$ cat src/rtl/spi_seq_pkg.sv
// spi_seq_pkg: shared types and constants for spi_word_sequencer.
//   seq_state_t  - frame sequencer states
//   DEF_*        - default timing/geometry constants
//   cnt_width()  - counter width for a counter that must hold 0..n-1
package spi_seq_pkg;

    typedef enum logic [2:0] {
        IDLE,
        LEAD,
        SHIFT,
        GAP,
        DONE
    } seq_state_t;

    localparam int unsigned DEF_WORD_WIDTH   = 16;
    localparam int unsigned DEF_NUM_WORDS    = 3;
    localparam int unsigned DEF_CLKS_PER_BIT = 10;
    localparam bit          DEF_CPOL         = 1'b1;
    localparam int unsigned DEF_FSYNC_GAP    = 20;

    // Never returns 0 so degenerate sizes still give a legal vector.
    function automatic int unsigned cnt_width(input int unsigned n);
        return (n <= 1) ? 1 : $clog2(n);
    endfunction

endpackage

$ cat src/rtl/spi_bit_timer.sv
// spi_bit_timer: phase counter for one serial bit period.
//   clk, rst    - clock, synchronous active-high reset
//   en          - advance the phase counter this cycle
//   clear       - force the counter back to phase 0
//   phase0      - counter will be at phase 0 in the next cycle
//   phase_half  - counter will be at phase CLKS_PER_BIT/2 in the next cycle
//   phase_last  - counter is at phase CLKS_PER_BIT-1 now
// phase0/phase_half look one cycle ahead so registered outputs driven from
// them change exactly on the phase boundary.
module spi_bit_timer
    import spi_seq_pkg::*;
#(
    parameter int unsigned CLKS_PER_BIT = DEF_CLKS_PER_BIT
) (
    input  logic clk,
    input  logic rst,
    input  logic en,
    input  logic clear,
    output logic phase0,
    output logic phase_half,
    output logic phase_last
);

    localparam int unsigned        PHASE_W = cnt_width(CLKS_PER_BIT);
    localparam logic [PHASE_W-1:0] LAST    = PHASE_W'(CLKS_PER_BIT - 1);
    localparam logic [PHASE_W-1:0] HALF    = PHASE_W'(CLKS_PER_BIT / 2);

    logic [PHASE_W-1:0] phase;
    logic [PHASE_W-1:0] phase_nxt;

    always_comb begin
        phase_nxt = phase;
        if (rst || clear) begin
            phase_nxt = '0;
        end else if (en) begin
            phase_nxt = (phase == LAST) ? '0 : phase + 1'b1;
        end
    end

    always_ff @(posedge clk) begin
        if (rst) begin
            phase <= '0;
        end else begin
            phase <= phase_nxt;
        end
    end

    assign phase_last = (phase == LAST);
    assign phase0     = (phase_nxt == '0);
    assign phase_half = (phase_nxt == HALF);

endmodule

$ cat src/rtl/spi_word_sequencer.sv
// spi_word_sequencer: serialises up to NUM_WORDS words, MSB first, each in
// its own fsync-low window, onto a 3-wire SPI-style bus.
//   clk, rst       - clock, synchronous active-high reset
//   go             - start request (level sampled in IDLE)
//   repeat_frame   - (SPI_SEQ_REPEAT_EN only) restart frame without IDLE
//   words          - word k at [k*WORD_WIDTH +: WORD_WIDTH], word 0 first
//   num_words      - words per frame; 0 or >NUM_WORDS means NUM_WORDS
//   go_ack         - one-cycle pulse when go is accepted
//   busy           - frame in progress
//   send_complete  - one-cycle pulse at frame end
//   fsync, sclk, sdata - serial bus
// Optional feature macro: SPI_SEQ_REPEAT_EN.
module spi_word_sequencer
    import spi_seq_pkg::*;
#(
    parameter int unsigned WORD_WIDTH   = DEF_WORD_WIDTH,
    parameter int unsigned NUM_WORDS    = DEF_NUM_WORDS,
    parameter int unsigned CLKS_PER_BIT = DEF_CLKS_PER_BIT,
    parameter bit          CPOL         = DEF_CPOL,
    parameter int unsigned FSYNC_GAP    = DEF_FSYNC_GAP
) (
    input  logic                              clk,
    input  logic                              rst,
    input  logic                              go,
`ifdef SPI_SEQ_REPEAT_EN
    // 'repeat' is a reserved word, hence the longer name.
    input  logic                              repeat_frame,
`endif
    input  logic [NUM_WORDS*WORD_WIDTH-1:0]   words,
    input  logic [$clog2(NUM_WORDS+1)-1:0]    num_words,
    output logic                              go_ack,
    output logic                              busy,
    output logic                              send_complete,
    output logic                              fsync,
    output logic                              sclk,
    output logic                              sdata
);

    localparam int unsigned CNT_W = cnt_width(NUM_WORDS + 1);
    localparam int unsigned BIT_W = cnt_width(WORD_WIDTH);
    localparam int unsigned GAP_W = cnt_width(FSYNC_GAP);

    seq_state_t            state, state_next;
    logic [WORD_WIDTH-1:0] shadow [NUM_WORDS];
    logic [WORD_WIDTH-1:0] cur_word;
    logic [WORD_WIDTH-1:0] sreg;
    logic [CNT_W-1:0]      count, eff_count, word_idx;
    logic [BIT_W-1:0]      bit_idx;
    logic [GAP_W-1:0]      gap_cnt;
    logic                  accept, restart, gap_end, last_word, bit_last;
    logic                  phase0, phase_half, phase_last, run, rpt;

`ifdef SPI_SEQ_REPEAT_EN
    assign rpt = repeat_frame;
`else
    assign rpt = 1'b0;
`endif

    assign run = (state == LEAD) || (state == SHIFT);

    spi_bit_timer #(.CLKS_PER_BIT(CLKS_PER_BIT)) u_timer (
        .clk        (clk),
        .rst        (rst),
        .en         (run),
        .clear      (!run),
        .phase0     (phase0),
        .phase_half (phase_half),
        .phase_last (phase_last)
    );

    always_comb begin
        eff_count = num_words;
        if (num_words == '0 || num_words > CNT_W'(NUM_WORDS)) begin
            eff_count = CNT_W'(NUM_WORDS);
        end
    end

    always_comb begin
        cur_word = '0;
        for (int unsigned k = 0; k < NUM_WORDS; k++) begin
            if (word_idx == CNT_W'(k)) begin
                cur_word = shadow[k];
            end
        end
    end

    assign gap_end   = (state == GAP) && (gap_cnt == GAP_W'(FSYNC_GAP - 1));
    assign last_word = (word_idx == count - 1'b1);
    assign bit_last  = (bit_idx == BIT_W'(WORD_WIDTH - 1));

    always_comb begin
        state_next = state;
        accept     = 1'b0;
        restart    = 1'b0;
        case (state)
            IDLE:  if (go) begin
                       accept     = 1'b1;
                       state_next = LEAD;
                   end
            LEAD:  if (phase_last) state_next = SHIFT;
            SHIFT: if (phase_last && bit_last) state_next = GAP;
            GAP:   if (gap_end) begin
                       if (!last_word) begin
                           state_next = LEAD;
                       end else if (rpt) begin
                           restart    = 1'b1;
                           state_next = LEAD;
                       end else begin
                           state_next = DONE;
                       end
                   end
            DONE:  state_next = IDLE;
            default: state_next = IDLE;
        endcase
    end

    // Bus outputs are registered from the next state and the timer's
    // look-ahead strobes so they switch on the boundary they belong to.
    always_ff @(posedge clk) begin
        if (rst) begin
            state         <= IDLE;
            go_ack        <= 1'b0;
            busy          <= 1'b0;
            send_complete <= 1'b0;
            fsync         <= 1'b1;
            sclk          <= CPOL;
            sdata         <= 1'b0;
            sreg          <= '0;
            count         <= '0;
            word_idx      <= '0;
            bit_idx       <= '0;
            gap_cnt       <= '0;
            for (int unsigned k = 0; k < NUM_WORDS; k++) begin
                shadow[k] <= '0;
            end
        end else begin
            state         <= state_next;
            go_ack        <= accept;
            busy          <= (state_next != IDLE);
            send_complete <= (state_next == DONE) || restart;
            fsync         <= !((state_next == LEAD) || (state_next == SHIFT));

            if (accept || restart) begin
                for (int unsigned k = 0; k < NUM_WORDS; k++) begin
                    shadow[k] <= words[k*WORD_WIDTH +: WORD_WIDTH];
                end
                count    <= eff_count;
                word_idx <= '0;
            end else if (gap_end && !last_word) begin
                word_idx <= word_idx + 1'b1;
            end else if (state == DONE) begin
                word_idx <= '0;
            end

            if (state == SHIFT && phase_last) begin
                bit_idx <= bit_last ? '0 : bit_idx + 1'b1;
            end

            gap_cnt <= (state == GAP && state_next == GAP) ? gap_cnt + 1'b1 : '0;

            if (state_next == SHIFT && phase_half) begin
                sclk <= ~CPOL;
            end else if (state_next != SHIFT || phase0) begin
                sclk <= CPOL;
            end

            if (state_next != SHIFT) begin
                sdata <= 1'b0;
            end else if (phase0) begin
                if (state == LEAD) begin
                    sdata <= cur_word[WORD_WIDTH-1];
                    sreg  <= cur_word << 1;
                end else begin
                    sdata <= sreg[WORD_WIDTH-1];
                    sreg  <= sreg << 1;
                end
            end
        end
    end

endmodule

$ cat config.mk
export PLATFORM = sky130hd
export DESIGN_NAME = spi_word_sequencer
export DESIGN_NICKNAME = d
export VERILOG_FILES = /design/src/rtl/spi_seq_pkg.sv /design/src/rtl/spi_bit_timer.sv /design/src/rtl/spi_word_sequencer.sv
export SDC_FILE = /design/constraint.sdc
export NUM_CORES = 1
export LEC_CHECK = 0
export CELL_PAD_IN_SITES_DETAIL_PLACEMENT = 2
export CELL_PAD_IN_SITES_GLOBAL_PLACEMENT = 2
export CORE_UTILIZATION = 38
export CTS_CLUSTER_DIAMETER = 30
export DETAILED_ROUTE_END_ITERATION = 10
export PLACE_DENSITY_LB_ADDON = 0.15
export SKIP_LAST_GASP = 1
export SLEW_MARGIN = 25
export SYNTH_ARGS = -nofsm -noshare
export SYNTH_HDL_FRONTEND = slang
export SYNTH_SLANG_ARGS = --single-unit
export TNS_END_PERCENT = 50
$ cat constraint.sdc
create_clock -name clk -period 4.1 [get_ports clk]
set_input_delay 0.41 -clock clk [delete_from_list [all_inputs] [get_ports clk]]
set_output_delay 0.41 -clock clk [all_outputs]
set_load 0.01 [all_outputs]
# Yosys cells after proc, flatten, opt, wreduce, memory -nomap -nowiden
# Memory sizes are Yosys's and may differ from the RTL's.
# Cells that the tools add are included.
word_totals:
  output_inout_bits: 6
  word_cells: 96
  ff_bits: 42
  mem_count: 1
  input_bits: 53
  ramBits: 48
classes:
  n_bitwise: 5
  muxes: 30
  eq_ne: 16
  magnitude_cmp: 1
  reduce_logical: 25
  addsub: 5
memory_table:
  columns: ["memory", "words", "width", "rd", "rd_clocked_by_memory_dff", "write_ports", "line_no", "source"]
  rows:
  - ["shadow", 3, 16, 3, 0, 3, "spi_word_sequencer.sv:44", "logic [WORD_WIDTH-1:0] shadow [NUM_WORDS];"]
op_table:
  columns: ["cell", "n"]
  rows:
  - ["16-bit 2-to-1 mux", 7]
  - ["4-bit 2-to-1 mux", 4]
  - ["3-bit 2-to-1 mux", 5]
  - ["3-bit by 2-bit == test with 1-bit output, second input constant", 4]
  - ["3-bit case mux with 4 select lines", 1]
  - ["1-bit 2-to-1 mux", 10]
  - ["4-bit by 1-bit adder with 4-bit output, second input constant", 2]
  - ["4-bit == test, second input constant", 2]
  - ["3-bit by 1-bit == test with 1-bit output, second input constant", 2]
  - ["3-bit == test, second input constant", 2]
  - ["1-bit logical AND", 6]
  - ["2-bit 2-to-1 mux", 3]
  - ["2-bit OR reduction", 3]
  - ["5-bit by 1-bit adder with 5-bit output, second input constant", 1]
  - ["5-bit == test, second input constant", 1]
  - ["1-bit logical OR", 5]
  - ["4-bit by 3-bit == test with 1-bit output, second input constant", 1]
  - ["2-bit zero test", 2]
  - ["4-bit zero test", 1]
  - ["2-bit nonzero test", 2]
  - ["1-bit zero test", 3]
  - ["3-bit zero test", 1]
  - ["3-bit by 2-bit inequality test with 1-bit output, second input constant", 1]
  - ["1-bit OR", 3]
  - ["9 further kinds", 10]

# Logic depth before layout (Yosys ltp)
logic_depth:
  ltp_word: 9
  depth_mapped: 9
  mapped_depth_nobuf: 7

# By module
# Synthesis repeated with hierarchy kept, for this count alone.
unflattened:
  hier_cells: 387
  area_unflattened_um2: 4255.3
modules_own_cells:
  columns: ["module", "n_inst", "area_per_inst_um2", "cells_each", "seq_area_each_um2"]
  rows:
  - ["spi_word_sequencer", 1, 3933.8, 350, 2182.1]
  - ["spi_bit_timer", 1, 321.6, 37, 80.1]

# Least setup slack after synthesis
# No wires, ideal clock.
synth_path:
  path_kind: "input-to-reg"
  startpoint: "in rst"
  endpoint: "mem shadow[0][0] (netlist bit) (enable)"
  required_time_ns: 3.715
  setup_time_ns: 0.385
  cell_stages: 3
  path_buffers: 2
  arrival_ns: 1.660
  slack_ns: 2.055
  cell_sequence: "clkbuf_1 -> buf_1 -> or2_2"
synth_rtl:
  columns: ["element", "line_no", "source"]
  rows:
  - ["start: declaration", "spi_word_sequencer.sv:23", "input logic rst,"]
  - ["end: declaration", "spi_word_sequencer.sv:44", null]

# Final worst setup path
layout_path:
  startpoint: "reg state[2]"
  endpoint: "reg sreg[10]"
layout_via:
  elab_chain_cells: 7
  elab_cells_between_ends: 20
  cone_classes: "4 x eq/ne; 8 x mux; 1 x bitwise; 7 x reduce/logical"
layout_lines:
  columns: ["element", "line_no", "source"]
  rows:
  - ["start: declaration", "spi_word_sequencer.sv:43", "seq_state_t state, state_next;"]
  - ["start signal: assignment", "spi_word_sequencer.sv:137", "state <= state_next;"]
  - ["3-bit by 2-bit == test with 1-bit output, or another cell as far along", "spi_word_sequencer.sv:87, spi_word_sequencer.sv:95", null]
  - ["1-bit logical AND / 1-bit logical OR (equally long branches)", "spi_word_sequencer.sv:87, spi_word_sequencer.sv:59", null]
  - ["3-bit 2-to-1 mux / 1-bit zero test (equally long branches)", "spi_word_sequencer.sv:102, spi_word_sequencer.sv:65", null]
  - ["3-bit case mux with 4 select lines / 1-bit logical OR (equally long branches)", "spi_word_sequencer.sv:95, spi_bit_timer.sv:33", null]
  - ["3-bit by 2-bit inequality test with 1-bit output / 4-bit 2-to-1 mux (equally long branches)", "spi_word_sequencer.sv:167, spi_bit_timer.sv:33", null]
  - ["1-bit inverter (no source line) / 4-bit zero test (equally long branches)", null, null]
  - ["2-bit AND reduction (no source line)", null, null]
  - ["end signal: assignment", "spi_word_sequencer.sv:172", "sreg <= cur_word << 1;"]
  - ["end signal: assignment", "spi_word_sequencer.sv:175", "sreg <= sreg << 1;"]
  - ["end: declaration", "spi_word_sequencer.sv:46", "logic [WORD_WIDTH-1:0] sreg;"]
# Parallel ways exist; a longest one is shown, timed or not.
# A chain may end at the register's enable or synchronous reset.

==> flow_summary.toml <==
[clock_network]
cts_tree = "yes"
clock-sinks = 89
cts_resized = 0
path_clk_slew_ns = 0.09
cts.hold.buffers_added = 0
cts_setup_buffers = 0
clk-insertion-delay-late_ns = 0.36
htreeDepth = 3
cts_buffers = 9
root_buffer = "clkbuf_8"
clock_path_buffers = 2

[global_routing]
grt_usage = 0.1923
grt_overflow = 0
grt_pass1_wl_um = 16620
antenna_found_initial = 0
grt_max_degree = 50
grt_pass1_vias = 3236

[synth]
ys.flop_type = "edfxtp_1"
ys_types = 48
synth-edff-count = 48
yosys_register_bits = 89
yosys_warnings = 0
synthCells = 382
avgSynthCellArea_um2 = 11.08
yosysSeqAreaShare = 0.5344
async_flop_share = 0
synth_area_mm2 = 0.004233
syn-num-nets = 440

[flow_run]
cap_violations = 0

[critical_path]
critPathRequiredTime_ns = 4.36
worst-path-buf-inv = 1
crit_fanout = 32
crit_chain = "or3b_1 -> buf_4 -> nor2_1 -> a311oi_4 -> nand4_4 -> mux2_4"
cp_slowest_stage_delay_ns = 0.55
end_kind = "flop"
crit_slowest_cell = "dfxtp_1"
critical_path_class = "flop to flop"
critPathTopFamily = "simple AND/OR/NAND/NOR gates"
cp_data_arrival_time_ns = 2.77
crit_path_start_kind = "flop"

[layout]
nets = 487
final_cell_count_no_fill = 574
finalCoreUtilization = 0.4684
area_growth_pct = 19.95
final_cell_area_mm2 = 0.005077
mostFrequentLayoutCells = "58 x clkdlybuf4s50_1, 49 x and2_1, 48 x edfxtp_1"
drive_gt1_frac = 0.1083
diodes = 0
final_common_cell = "clkdlybuf4s50_1"

[sta]
tns_ns = 0
timing.final.crit_period_ns = 2.511
tightest_slew_ns = 0.7035
finalCritPeriodShare = 0.6126
slew_headroom = 0.5288
fin_skew_ns = 0.01065
max_freq_mhz = 398.2
maxSlewViolCount = 0
setup_violations = 0
hold_viol = 0
rsz0062_at_grt = "false"

[placed_design]
portBuffers = 58
dp_cells = 558
finalWeightedCongestion = 0.7069
placed_cell_area_mm2 = 0.004892
hpwl_um = 7021

[power]
powerDensity_mw_per_mm2 = 344.9
ir_worst_vdd_uv = 172.6
leakagePower_nw = 1.827

[detailed_routing]
detail-route-antenna-nets = 0
first_pass_iters = 4
via_per_inst = 5.099
vias = 2927
routed_wl_um = 9908
wl_per_cell_um = 17.26
drc_errors = 0
drt_iter0_markers = 173

[outcome]
status = "finished, final reports clean"

[floorplan]
core_mm2 = 0.01084
die_h_um = 107.5
ioPinCount = 59
design.die.area_mm2 = 0.01156
start_util = 0.3905
core.rowCount = 38
die_x_um = 107.5

[hold_path]
hold_path_class = "flop to flop"
-- cell usage after synthesis, types with 2 or more instances --
master	count	area, um^2
or3_1	4	25.02
nand2_1	23	86.33
xnor2_1	5	43.79
ha_1	5	62.56
and3_1	2	12.51
and2_1	49	306.5
nand2b_1	4	25.02
buf_1	2	7.510
a221oi_1	15	131.4
nor2_1	21	78.83
buf_6	2	22.52
buf_2	5	25.02
o21ai_0	7	35.03
a21oi_1	25	125.1
clkbuf_1	17	63.81
xor2_1	3	26.28
nor2b_1	19	118.9
dfxtp_1	41	820.8
nand3b_1	2	15.01
nand3_1	3	15.01
inv_1	22	82.58
edfxtp_1	48	1441
mux2_4	10	150.1
or2_2	2	12.51
mux2i_1	4	40.04
nor4_1	2	12.51
mux2_2	7	78.83
a211o_1	13	113.9
-- worst reg2reg max path, delay by kind of cell (launching register included) --
family	cells	cell delay [ns]
mux	1	0.43
buf+inv	1	0.32
simple gates	3	0.72
flops	1	0.55
compound gates	1	0.38
-- sequential cells by signal (all words and copies together), names as in the netlist --
name and cells:
fsync 1, send_complete 1, sclk 1, gap_cnt 5
sdata 1, busy 1, bit_idx 4, sreg 15
state 3, word_idx 2, go_ack 1, shadow 48
count 2, u_timer.phase 4
-- area by class of cell --
type,count,area (um^2)
Clock buffer,14,172.7
Clock inverter,2,12.51
Fill cell,1131,5763
Inverter,22,82.58
Multi-Input combinational cell,244,1754
Sequential cell,89,2262
Tap cell,140,175.2
Timing Repair Buffer,63,618.1
-- report_power, final --
part	internal (mW)	switching (mW)	total [mW]
Sequential	0.989	0.0215	1.01
Clock	0.270	0.309	0.579
Combinational	0.0853	0.0756	0.161
-- layer usage --
metal / track usage / vias to the layer above / routed length [um]
met2: 0.3237 / 64 / 4863
li1: - / 1422 / -
met5: 0 / - / 0
met1: 0.2436 / 1431 / 4540
met3: 0.02906 / 10 / 341
met4: 0.08513 / 0 / 163
-- cells by family after synthesis --
group	synth area share
fa+ha+maj	0.01478
simple gates	0.1886
compound gates	0.1298
mux	0.06355
xor+xnor	0.01655
flops	0.5344
buf+inv	0.05232
-- final timing paths --
path	startpoint	to	slack, ns	cells after the start
max	state[2]$_SDFF_PP0_	sreg[10]$_SDFFE_PP0P_	1.59	6
min	gap_cnt[0]$_SDFF_PP0_	gap_cnt[0]$_SDFF_PP0_	0.46	1
max reg2reg	state[2]$_SDFF_PP0_	sreg[10]$_SDFFE_PP0P_	1.59	6
min reg2reg	gap_cnt[0]$_SDFF_PP0_	gap_cnt[0]$_SDFF_PP0_	0.46	1
-- per-stage QoR --
| stage | hold slack (ns) | power, mW | setup slack [ns] |
|---|---|---|---|
| after floorplan | 0.4176 | 1.108 | 2.055 |
| final | 0.4579 | 1.751 | 1.589 |
| after CTS | 0.4622 | 1.782 | 1.509 |
| after detailed placement | 0.4446 | 1.196 | 1.412 |
| after global routing | 0.4829 | 1.827 | 1.418 |
| after global placement | 0.4357 | 1.187 | 1.332 |
(Power assumes the default switching activity.)
